**src/rtl/mem_arb_pkg.sv**
```systemverilog
// Shared types for the fetch/data memory port arbiter: FSM state encoding
// and requester identifiers.
package mem_arb_pkg;

   typedef enum logic [1:0] {
      IDLE   = 2'd0,
      GNT_IF = 2'd1,
      GNT_D  = 2'd2,
      RESP   = 2'd3
   } arb_state_t;

   localparam logic REQ_IF = 1'b0;
   localparam logic REQ_D  = 1'b1;

endpackage

```
**src/rtl/mem_port_arbiter.sv**
```systemverilog
// Arbitrates one variable-latency memory port between instruction fetch and
// data access; data has priority, a starvation counter forces fetch progress.
//
//   state  | meaning
//   -------+--------------------------------------------------------------
//   IDLE   | no access in flight, arbitrate between d_req and if_req
//   GNT_IF | fetch access held on the memory port until mem_ready
//   GNT_D  | data access held on the memory port until mem_ready
//   RESP   | winner's valid pulse, port idle, no arbitration
module mem_port_arbiter
   import mem_arb_pkg::*;
#(
   parameter int ADDR_W     = 32,
   parameter int DATA_W     = 32,
   parameter int STARVE_MAX = 4
) (
   input  logic                clk,
   input  logic                rst,

   input  logic                if_req,
   input  logic [ADDR_W-1:0]   if_addr,
   output logic [DATA_W-1:0]   if_rdata,
   output logic                if_valid,

   input  logic                d_req,
   input  logic                d_we,
   input  logic [ADDR_W-1:0]   d_addr,
   input  logic [DATA_W-1:0]   d_wdata,
   input  logic [DATA_W/8-1:0] d_wstrb,
   output logic [DATA_W-1:0]   d_rdata,
   output logic                d_valid,

   output logic                mem_req,
   output logic                mem_we,
   output logic [ADDR_W-1:0]   mem_addr,
   output logic [DATA_W-1:0]   mem_wdata,
   output logic [DATA_W/8-1:0] mem_wstrb,
   input  logic                mem_ready,
   input  logic [DATA_W-1:0]   mem_rdata,

   output logic                stall_if,
   output logic                stall_mem
);

   localparam logic [3:0] STARVE_LIM = 4'(STARVE_MAX);

   arb_state_t state, state_nxt;
   logic       grant_if, grant_d, complete;
   logic       owner;
   logic [3:0] starve_cnt;

   always_ff @(posedge clk or negedge rst) begin
      if (!rst) state <= IDLE;
      else      state <= state_nxt;
   end

   always_comb begin
      state_nxt = state;
      grant_if  = 1'b0;
      grant_d   = 1'b0;
      complete  = 1'b0;
      case (state)
         IDLE: begin
            if (d_req && !(if_req && (starve_cnt == STARVE_LIM))) begin
               state_nxt = GNT_D;
               grant_d   = 1'b1;
            end else if (if_req) begin
               state_nxt = GNT_IF;
               grant_if  = 1'b1;
            end
         end
         GNT_IF, GNT_D: begin
            if (mem_ready) begin
               state_nxt = RESP;
               complete  = 1'b1;
            end
         end
         RESP:    state_nxt = IDLE;
         default: state_nxt = IDLE;
      endcase
   end

   // mem_req comes straight from the state register so reset drops it at once
   assign mem_req   = (state == GNT_IF) || (state == GNT_D);
   assign stall_if  = if_req & ~if_valid;
   assign stall_mem = d_req & ~d_valid;

   always_ff @(posedge clk or negedge rst) begin
      if (!rst) begin
         mem_we     <= 1'b0;
         mem_addr   <= '0;
         mem_wdata  <= '0;
         mem_wstrb  <= '0;
         owner      <= REQ_IF;
         starve_cnt <= '0;
         if_valid   <= 1'b0;
         d_valid    <= 1'b0;
         if_rdata   <= '0;
         d_rdata    <= '0;
      end else begin
         if_valid <= 1'b0;
         d_valid  <= 1'b0;

         if (grant_d) begin
            mem_we    <= d_we;
            mem_addr  <= d_addr;
            mem_wdata <= d_wdata;
            mem_wstrb <= d_wstrb;
            owner     <= REQ_D;
            if (if_req && (starve_cnt != STARVE_LIM))
               starve_cnt <= starve_cnt + 4'd1;
         end else if (grant_if) begin
            mem_we     <= 1'b0;
            mem_addr   <= if_addr;
            mem_wdata  <= '0;
            mem_wstrb  <= '0;
            owner      <= REQ_IF;
            starve_cnt <= '0;
         end

         if (complete) begin
            if (owner == REQ_D) begin
               d_valid <= 1'b1;
               d_rdata <= mem_we ? '0 : mem_rdata;
            end else begin
               if_valid <= 1'b1;
               if_rdata <= mem_rdata;
            end
         end
      end
   end

endmodule

```
**config.mk**
```make
export PLATFORM = sky130hd
export DESIGN_NAME = mem_port_arbiter
export DESIGN_NICKNAME = d
export VERILOG_FILES = /design/src/rtl/mem_arb_pkg.sv /design/src/rtl/mem_port_arbiter.sv
export SDC_FILE = /design/constraint.sdc
export NUM_CORES = 1
export LEC_CHECK = 0
export ABC_AREA = 1
export CORE_MARGIN = 8
export CORE_UTILIZATION = 42
export DETAILED_ROUTE_END_ITERATION = 10
export DONT_BUFFER_PORTS = 1
export RECOVER_POWER = 50
export SLEW_MARGIN = 5
export SYNTH_ARGS = -nofsm -noshare
export SYNTH_HDL_FRONTEND = slang
export SYNTH_SLANG_ARGS = --single-unit
```
**constraint.sdc**
```tcl
create_clock -name clk -period 2 [get_ports clk]
set_input_delay 0.6 -clock clk [delete_from_list [all_inputs] [get_ports clk]]
set_output_delay 0.6 -clock clk [all_outputs]
set_load 0.02 [all_outputs]
```
==> results of run 1 <==
cells in the mapped netlist (all sizes together):
cell	number	share of area
nor2	5	0.0029
o21a	1	0.0012
nand4	2	0.0043
buf	27	0.027
xnor2	1	0.0014
ha	3	0.0058
o21ai	75	0.058
a21boi	2	0.0023
nand2	334	0.19
clkbuf	17	0.0099
inv	146	0.085
dfrtp	142	0.55
nand3	69	0.054
xor2	1	0.0014
sequential cells by signal (all words and copies together) (netlist names):
| signal | count |
|---|---|
| d_rdata | 32 |
| d_valid | 1 |
| if_rdata | 32 |
| if_valid | 1 |
| mem_addr | 32 |
| mem_wdata | 32 |
| mem_we | 1 |
| mem_wstrb | 4 |
| owner | 1 |
| starve_cnt | 4 |
| state | 2 |
critical path: stages (launching register included):
cell	delay, ns
dfrtp_1	0.32
inv_1	0.05
ha_1	0.34
buf_4	0.19
where the power goes:
group / switching (µW) / internal (µW) / leakage (µW)
registers: 2400 / 4100 / 0.00181
logic: 2020 / 1060 / 0.00217
clock network: 1230 / 1960 / 0.000283
kinds of logic after synthesis:
| logic type | after synthesis | synth area share |
|---|---|---|
| simple gates | 410 | 0.256 |
| buf+inv | 190 | 0.122 |
| flops | 142 | 0.551 |
| compound gates | 78 | 0.0617 |
| fa+ha+maj | 3 | 0.00582 |
| xor+xnor | 2 | 0.00272 |
repair_timing:
item,CTS,global route
endpoints found under the hold margin,142,142
endpoints found under the setup margin,0,0
gates resized for setup,0,0
area by class of cell:
cell class | instances | area [µm²] | area share
clock buffers | 18 | 429 | 0.0598
clock inverters | 14 | 166 | 0.0232
inverters | 146 | 551 | 0.0767
multi-input cells | 493 | 2090 | 0.291
flip-flops and latches | 142 | 3550 | 0.495
well taps | 188 | 235 | 0.0328
repair buffers | 15 | 158 | 0.0220
layer usage:
layer  vias to the layer above  routed length (µm)  global-route usage
li1                       2454                   -                   -
met1                      2295                7110               0.212
met2                       204                8460               0.291
met3                        21                2220              0.0882
met4                         0                 257              0.0554
met5                         -                   0                   0
stage by stage:
stage | power, µW | hold WS (ns) | cell area (µm²) | cells | setup slack [ns]
after floorplan | 8620 | 0.304 | 6450 | 825 | 0.367
after global placement | 9640 | 0.309 | 6610 | 984 | 0.376
after detailed placement | 9740 | 0.308 | 6610 | 984 | 0.382
after CTS | 13000 | -0.142 | 7200 | 1016 | 0.0694
after global routing | 13700 | -0.145 | 7180 | 1016 | 0.00563
final | 12800 | -0.119 | 7180 | 1016 | 0.103
final timing paths:
check | cells after the start | end | slack [ns] | from
max reg2reg | 8 | mem_addr[20] | 0.20 | state[1]
min reg2reg | 2 | starve_cnt[1] | 0.55 | starve_cnt[1]
max in group asynchronous | 0 | d_rdata[12] | 1.91 | rst
max | 3 | mem_req | 0.10 | state[0]
min | 0 | mem_wdata[18] | -0.12 | rst
min in group clk | 2 | if_rdata[14] | 0.30 | mem_rdata[14]
==> reports/qor.yml, run 1 <==
finClkSkew_ns: 0.00632
finalSetupViolCount: 0
arrival_ns: 1.30
cts.sinks: 142
critical_path_required_ns: 1.40
relSlewSlack: 0.517
clock_path_buffers: 2
dieWidth_um: 140
routed_wl_mm: 18.0
critical_path_peak_fanout: 4
clock.fmax_mhz: 527
die_h_um: 140
syn_area_um2: 6450
setup_tns_ns: 0
start_util: 0.427
cts_inserted_buffers: 17
cts_max_level: 4
diodes: 0
drtAntennaViolNets: 0
worstMarginPinSlew_ns: 0.724
syn_inst: 825
grt_first_pass_wirelength_mm: 28.2
wl_per_cell_um: 17.8
vias: 4974
cts-root-buf: "clkbuf_16"
crit_type: "reg -> out"
period_share: 0.948
mostFrequentLayoutCell: "nand2_1"
grt_overflow: 0
core-area_um2: 15100
fin_nets: 956
synth_area_per_cell_um2: 7.81
dr.first_iter.drc_count: 244
cp-start-kind: "flip-flop"
drive_above_1_share: 0.0580
p_per_area_nw_per_um2: 1780
maxCapViolations: 0
period_minus_slack_ns: 1.90
p_leak_uw: 0.00426
postCtsSetupBuffers: 0
grt_max_degree: 143
grt_pass1_vias: 4893
hp-class: "in -> async"
drc: 0
dp_hpwl_mm: 12.7
gp_congestion: 0.840
pin_count: 276
rsz0062_at_grt: "no"
synth_nets: 966
die-area_um2: 19600
ys_warn_count: 0
peakVddDrop_uv: 886
layout_common_cells: "334 x nand2_1, 145 x inv_1, 142 x dfrtp_1, 75 x o21ai_0, 69 x nand3_1"
violations: "hold timing"
clkLatencyLatePin_ns: 0.41
syn_to_final_growth_pct: 11.4
ys_types: 20
whs_ns: -0.119
clkTransAtPathRegs_ns: 0.06
drv_slew: 0
io_buffers: 0
hold_viol: 142
cp-end-kind: "output pin"
ys_ff_latch: 142
grt_usage: 0.182
cts_tree: "done"
yosysSeqAreaShare: 0.551
antenna_found_initial: 0
viasPerCell: 4.90
rows: 45
run_status: "finished, violations left"
n_fill_cell: 1518
first_pass_iters: 5
utilization: 0.476
(Power assumes the default switching activity.)
==> inputs of run 2 (changes only) <==
--- a/config.mk
+++ b/config.mk
@@ -6,11 +6,11 @@
 export NUM_CORES = 1
 export LEC_CHECK = 0
 export ABC_AREA = 1
-export CORE_MARGIN = 8
 export CORE_UTILIZATION = 42
 export DETAILED_ROUTE_END_ITERATION = 10
 export DONT_BUFFER_PORTS = 1
 export RECOVER_POWER = 50
+export SETUP_SLACK_MARGIN = 0.2
 export SLEW_MARGIN = 5
 export SYNTH_ARGS = -nofsm -noshare
 export SYNTH_HDL_FRONTEND = slang
==> run 2 against run 1 <==
  * The run still ends with hold timing left
  * Sequential share of layout area is 0.11 points higher
  * Clock power is 4% lower
  * Combinational power hardly changed
  * Routed wire length is 11% lower
  * Critical path depth stayed put
  * Sequential power is 0.6% lower
  * Count of clock-buffer cells in the layout is 2 higher
  * Global-route usage is 3.0 points higher
  * Register-to-register slack better by 0.04 ns
  * Critical endpoint unchanged
==> reports/qor.yml, run 2 (same netlist as run 1, synthesis figures left out) <==
run_status: "finished, violations left"  # unchanged
violations: "hold timing"  # unchanged
maxCapViolations: 0  # unchanged
p_leak_uw: 0.00425  # was 0.00426 µW
setup_tns_ns: 0  # unchanged
wl_per_cell_um: 16.0  # was 17.8 µm
mostFrequentLayoutCell: "nand2_1"  # unchanged
drive_above_1_share: 0.0640  # was 0.0580
rows: 44  # was 45
p_per_area_nw_per_um2: 1760  # was 1780 nW/µm²
grt_usage: 0.212  # was 0.182
worstMarginPinSlew_ns: 0.713  # was 0.724 ns
drc: 0  # unchanged
first_pass_iters: 4  # was 5
critical_path_peak_fanout: 4  # unchanged
grt_first_pass_wirelength_mm: 26.2  # was 28.2 mm
clkTransAtPathRegs_ns: 0.06  # about the same
grt_pass1_vias: 5015  # was 4893
drv_slew: 0  # unchanged
cp-end-kind: "output pin"  # unchanged
clock_path_buffers: 2  # unchanged
gp_congestion: 0.746  # was 0.840
utilization: 0.485  # was 0.476
peakVddDrop_uv: 700  # was 886 µV
pin_count: 276  # unchanged
cts_tree: "done"  # unchanged
viasPerCell: 4.96  # was 4.90
dp_hpwl_mm: 10.6  # was 12.7 mm
drtAntennaViolNets: 0  # unchanged
die-area_um2: 15800  # was 19600 µm²
whs_ns: -0.119  # about the same
dr.first_iter.drc_count: 198  # was 244
crit_type: "reg -> out"  # unchanged
start_util: 0.437  # was 0.427
period_share: 0.907  # was 0.948
routed_wl_mm: 16.1  # was 18.0 mm
die_h_um: 126  # was 140 µm
stdcell_area_um2: 7160  # was 7180 µm²
cts-root-buf: "clkbuf_16"  # unchanged
vias: 5016  # was 4974
cts.sinks: 142  # unchanged
syn_to_final_growth_pct: 11.1  # was 11.4%
grt_overflow: 0  # unchanged
finClkSkew_ns: 0.00798  # was 0.00632 ns
hp-class: "in -> async"  # unchanged
layout_common_cells: "334 x nand2_1, 143 x inv_1, 142 x dfrtp_1, 75 x o21ai_0, 68 x nand3_1"  # was 334 x nand2_1, 145 x inv_1, 142 x dfrtp_1, 75 x o21ai_0, 69 x nand3_1
clkLatencyLatePin_ns: 0.41  # about the same
period_minus_slack_ns: 1.81  # was 1.90 ns
grt_max_degree: 143  # unchanged
hold_viol: 142  # unchanged
relSlewSlack: 0.525  # was 0.517
critical_path_required_ns: 1.40  # about the same
cts_inserted_buffers: 17  # unchanged
placed_area_um2: 6600  # was 6610 µm²
dieWidth_um: 126  # was 140 µm
core-area_um2: 14800  # was 15100 µm²
finalSetupViolCount: 0  # unchanged
arrival_ns: 1.21  # was 1.30 ns
cts_max_level: 4  # unchanged
clock.fmax_mhz: 552  # was 527 MHz
diodes: 0  # unchanged
rsz0062_at_grt: "yes"  # was no
fin_nets: 958  # was 956
antenna_found_initial: 0  # unchanged
cp-start-kind: "flip-flop"  # unchanged
io_buffers: 0  # unchanged
-- run 2: worst paths after layout --
| check | from | end | slack, ns | depth (start not counted) |
|---|---|---|---|---|
| max | state[1] | mem_req | 0.19 | 3 |
| min | rst | mem_addr[12] | -0.12 | 0 |
| max reg2reg | owner | d_rdata[28] | 0.24 | 6 |
| min reg2reg | starve_cnt[3] | starve_cnt[3] | 0.53 | 2 |
| max in group asynchronous | rst | mem_addr[15] | 1.76 | 0 |
| min in group clk | mem_rdata[6] | if_rdata[6] | 0.29 | 2 |
-- run 2: final cells by class --
class	count	area (µm²)
flip-flops and latches	142	3550
clock inverters	10	116
multi-input cells	493	2110
fillers	1488	7590
clock buffers	20	447
repair buffers	17	151
inverters	146	551
well taps	184	230
-- run 2: routing by layer --
metal	share of wire	vias up	GRT usage
li1	-	2446	-
met1	0.41	2346	0.250
met2	0.47	206	0.345
met3	0.10	18	0.0964
met4	0.013	0	0.0687
met5	0	-	0
-- run 2: where the power goes --
part	total (µW)	leakage (µW)	switching [µW]	internal, µW
sequential	6460	0.00181	2360	4100
combinational	3110	0.00217	2010	1100
clock	3050	0.000272	1200	1850
total	12600	0.00425	5570	7060
-- run 2: timing repair --
action | in CTS | in global routing
resized for setup | 6 | 1
setup buffers | 1 | 2
hold endpoints to repair | 142 | 142
endpoints found under the setup margin | 3 | 2
pin swaps | 0 | 1
-- run 2: metrics by stage --
| stage | setup WS (ns) | total power, µW | cells | hold WS [ns] |
|---|---|---|---|---|
| finish | 0.187 | 12600 | 1012 | -0.119 |
| global route | 0.0977 | 13500 | 1012 | -0.157 |
| CTS | 0.164 | 12800 | 1010 | -0.145 |
| detailed placement | 0.327 | 9630 | 979 | 0.307 |
| global placement | 0.364 | 9520 | 979 | 0.307 |
| floorplan | 0.367 | 8620 | 825 | 0.304 |
-- run 2: worst max-delay path, cell delays in order, from the launching register on --
cell	delay [ns]
dfrtp_1	0.37
inv_2	0.08
ha_4	0.22
buf_6	0.13
==> inputs of run 3 (changes only) <==
--- a/config.mk
+++ b/config.mk
@@ -6,7 +6,9 @@
 export NUM_CORES = 1
 export LEC_CHECK = 0
 export ABC_AREA = 1
+export CAP_MARGIN = 20
 export CORE_UTILIZATION = 42
+export CTS_BUF_LIST = sky130_fd_sc_hd__clkbuf_8 sky130_fd_sc_hd__clkbuf_16
 export DETAILED_ROUTE_END_ITERATION = 10
 export DONT_BUFFER_PORTS = 1
 export RECOVER_POWER = 50
==> run 3 against run 2 <==
  * The run still ends with hold timing left
  * Highest routed layer unchanged
  * First-iteration DRC count unchanged
  * Routed wire length barely moved
  * Clock power barely moved
  * Critical path depth stayed put
  * Critical path type unchanged
  * Sequential power about the same
==> reports/qor.yml, run 3 (same netlist as run 1, synthesis figures left out) <==
run_status: "finished, violations left"  # unchanged
violations: "hold timing"  # unchanged
p_per_area_nw_per_um2: 1760  # about the same
hold_viol: 142  # unchanged
grt_first_pass_wirelength_mm: 26.2  # unchanged
arrival_ns: 1.21  # about the same
drc: 0  # unchanged
clock_path_buffers: 2  # unchanged
slowest_delay_ns: 0.37  # about the same
switchingPower_uw: 5560  # was 5570 µW
grt_overflow: 0  # unchanged
cts_max_level: 4  # unchanged
diodes: 0  # unchanged
die_h_um: 126  # unchanged
r2r-start: "owner"  # unchanged
mostFrequentLayoutCell: "nand2_1"  # unchanged
fin_cells: 1012  # unchanged
path_buf_inv: 2  # unchanged
grt_max_degree: 143  # unchanged
hp-class: "in -> async"  # unchanged
worstMarginPinSlew_ns: 0.715  # was 0.713 ns
p_leak_uw: 0.00426  # was 0.00425 µW
viasPerCell: 4.94  # was 4.96
dr.first_iter.drc_count: 198  # unchanged
cts.sinks: 142  # unchanged
utilization: 0.485  # unchanged
internal_power_uw: 7050  # was 7060 µW
maxCapViolations: 0  # unchanged
crit_chain: "inv_2 > ha_4 > buf_6"  # unchanged
vias: 4998  # was 5016
seqPwrFrac: 0.512  # about the same
wl_per_cell_um: 15.9  # was 16.0 µm
finClkSkew_ns: 0.00752  # was 0.00798 ns
io_buffers: 0  # unchanged
clkTransAtPathRegs_ns: 0.06  # about the same
cts-root-buf: "clkbuf_16"  # unchanged
cp-start-kind: "flip-flop"  # unchanged
crit_path_start: "state[1]"  # unchanged
grt_pass1_vias: 5015  # unchanged
clkLatencyLatePin_ns: 0.41  # about the same
total_power_uw: 12600  # about the same
die-area_um2: 15800  # unchanged
critPathSlowestCell: "dfrtp_1"  # unchanged
switching_share: 0.441  # about the same
relSlewSlack: 0.524  # was 0.525
whs_ns: -0.120  # was -0.119 ns
critical_path_required_ns: 1.40  # about the same
first_pass_iters: 4  # unchanged
clockPowerShare: 0.241  # was 0.242
drv_slew: 0  # unchanged
timing.rr.end: "d_rdata[28]"  # unchanged
worst-r2r-setup-slack_ns: 0.25  # was 0.24 ns
n_fill_cell: 1488  # unchanged
p_comb_frac: 0.246  # about the same
cts_tree: "done"  # unchanged
peakVddDrop_uv: 700  # about the same
core-area_um2: 14800  # unchanged
start_util: 0.437  # unchanged
ff2ff_path_depth: 6  # unchanged
rows: 44  # unchanged
drive_above_1_share: 0.0640  # unchanged
antenna_found_initial: 0  # unchanged
syn_to_final_growth_pct: 11.1  # unchanged
layout_common_cells: "334 x nand2_1, 145 x inv_1, 142 x dfrtp_1, 75 x o21ai_0, 68 x nand3_1"  # was 334 x nand2_1, 143 x inv_1, 142 x dfrtp_1, 75 x o21ai_0, 68 x nand3_1
dp_hpwl_mm: 10.6  # unchanged
dieWidth_um: 126  # unchanged
setup_tns_ns: 0  # unchanged
finalSetupViolCount: 0  # unchanged
critical_path_peak_fanout: 4  # unchanged
pin_count: 276  # unchanged
gp_congestion: 0.746  # unchanged
rsz0062_at_grt: "yes"  # unchanged
period_minus_slack_ns: 1.81  # about the same
clock.fmax_mhz: 551  # was 552 MHz
period_share: 0.907  # about the same
crit_type: "reg -> out"  # unchanged
dp_cells: 979  # unchanged
drtAntennaViolNets: 0  # unchanged
fin_nets: 958  # unchanged
cts_inserted_buffers: 17  # unchanged
cp-end-kind: "output pin"  # unchanged
grt_usage: 0.212  # unchanged
routed_wl_mm: 16.1  # about the same
critPathTopFamily: "flip-flops"  # unchanged
-- run 3: what timing repair did --
item	in CTS	in global routing
hold endpoints to repair	142	142
endpoints found under the setup margin	3	2
resized for setup	6	1
buffers inserted	1	2
pin swaps	0	1
-- run 3: final cells by class --
class                      instances  area (µm²)  share of cell area
sequential                       142        3550               0.496
multi-input combinational        493        2110               0.295
inverter                         146         551              0.0769
clock buffer                      18         439              0.0613
tap                              184         230              0.0321
timing repair buffer              17         151              0.0211
clock inverter                    12         124              0.0173
-- run 3: worst max-delay path by stage --
stage | to | slack, ns | depth (start not counted)
after detailed placement | mem_wdata[30] | 0.33 | 4
after CTS | mem_req | 0.16 | 3
final | mem_req | 0.19 | 3
after floorplan | stall_mem | 0.37 | 3
after global placement | mem_wdata[10] | 0.36 | 4
after global routing | d_rdata[28] | 0.1 | 6
-- run 3: power groups by stage --
stage | clock, µW | sequential, µW | combinational (µW)
after floorplan | 0 | 6160 | 2460
after global placement | 0 | 6500 | 3020
after detailed placement | 0 | 6490 | 3150
after CTS | 3110 | 6480 | 3220
after global routing | 3250 | 6600 | 3670
final | 3040 | 6460 | 3110
-- run 3: through the flow --
step	setup slack (ns)	instance area, µm²
floorplan	0.367	6450
global placement	0.364	6600
detailed placement	0.327	6600
CTS	0.164	7190
global route	0.0978	7160
finish	0.186	7160
-- run 3: metal layers --
layer / wire (µm) / vias to the layer above / track usage
li1: - / 2447 / -
met1: 6710 / 2333 / 0.250
met4: 212 / 0 / 0.0687
met3: 1650 / 18 / 0.0964
met5: 0 / - / 0
met2: 7560 / 200 / 0.345
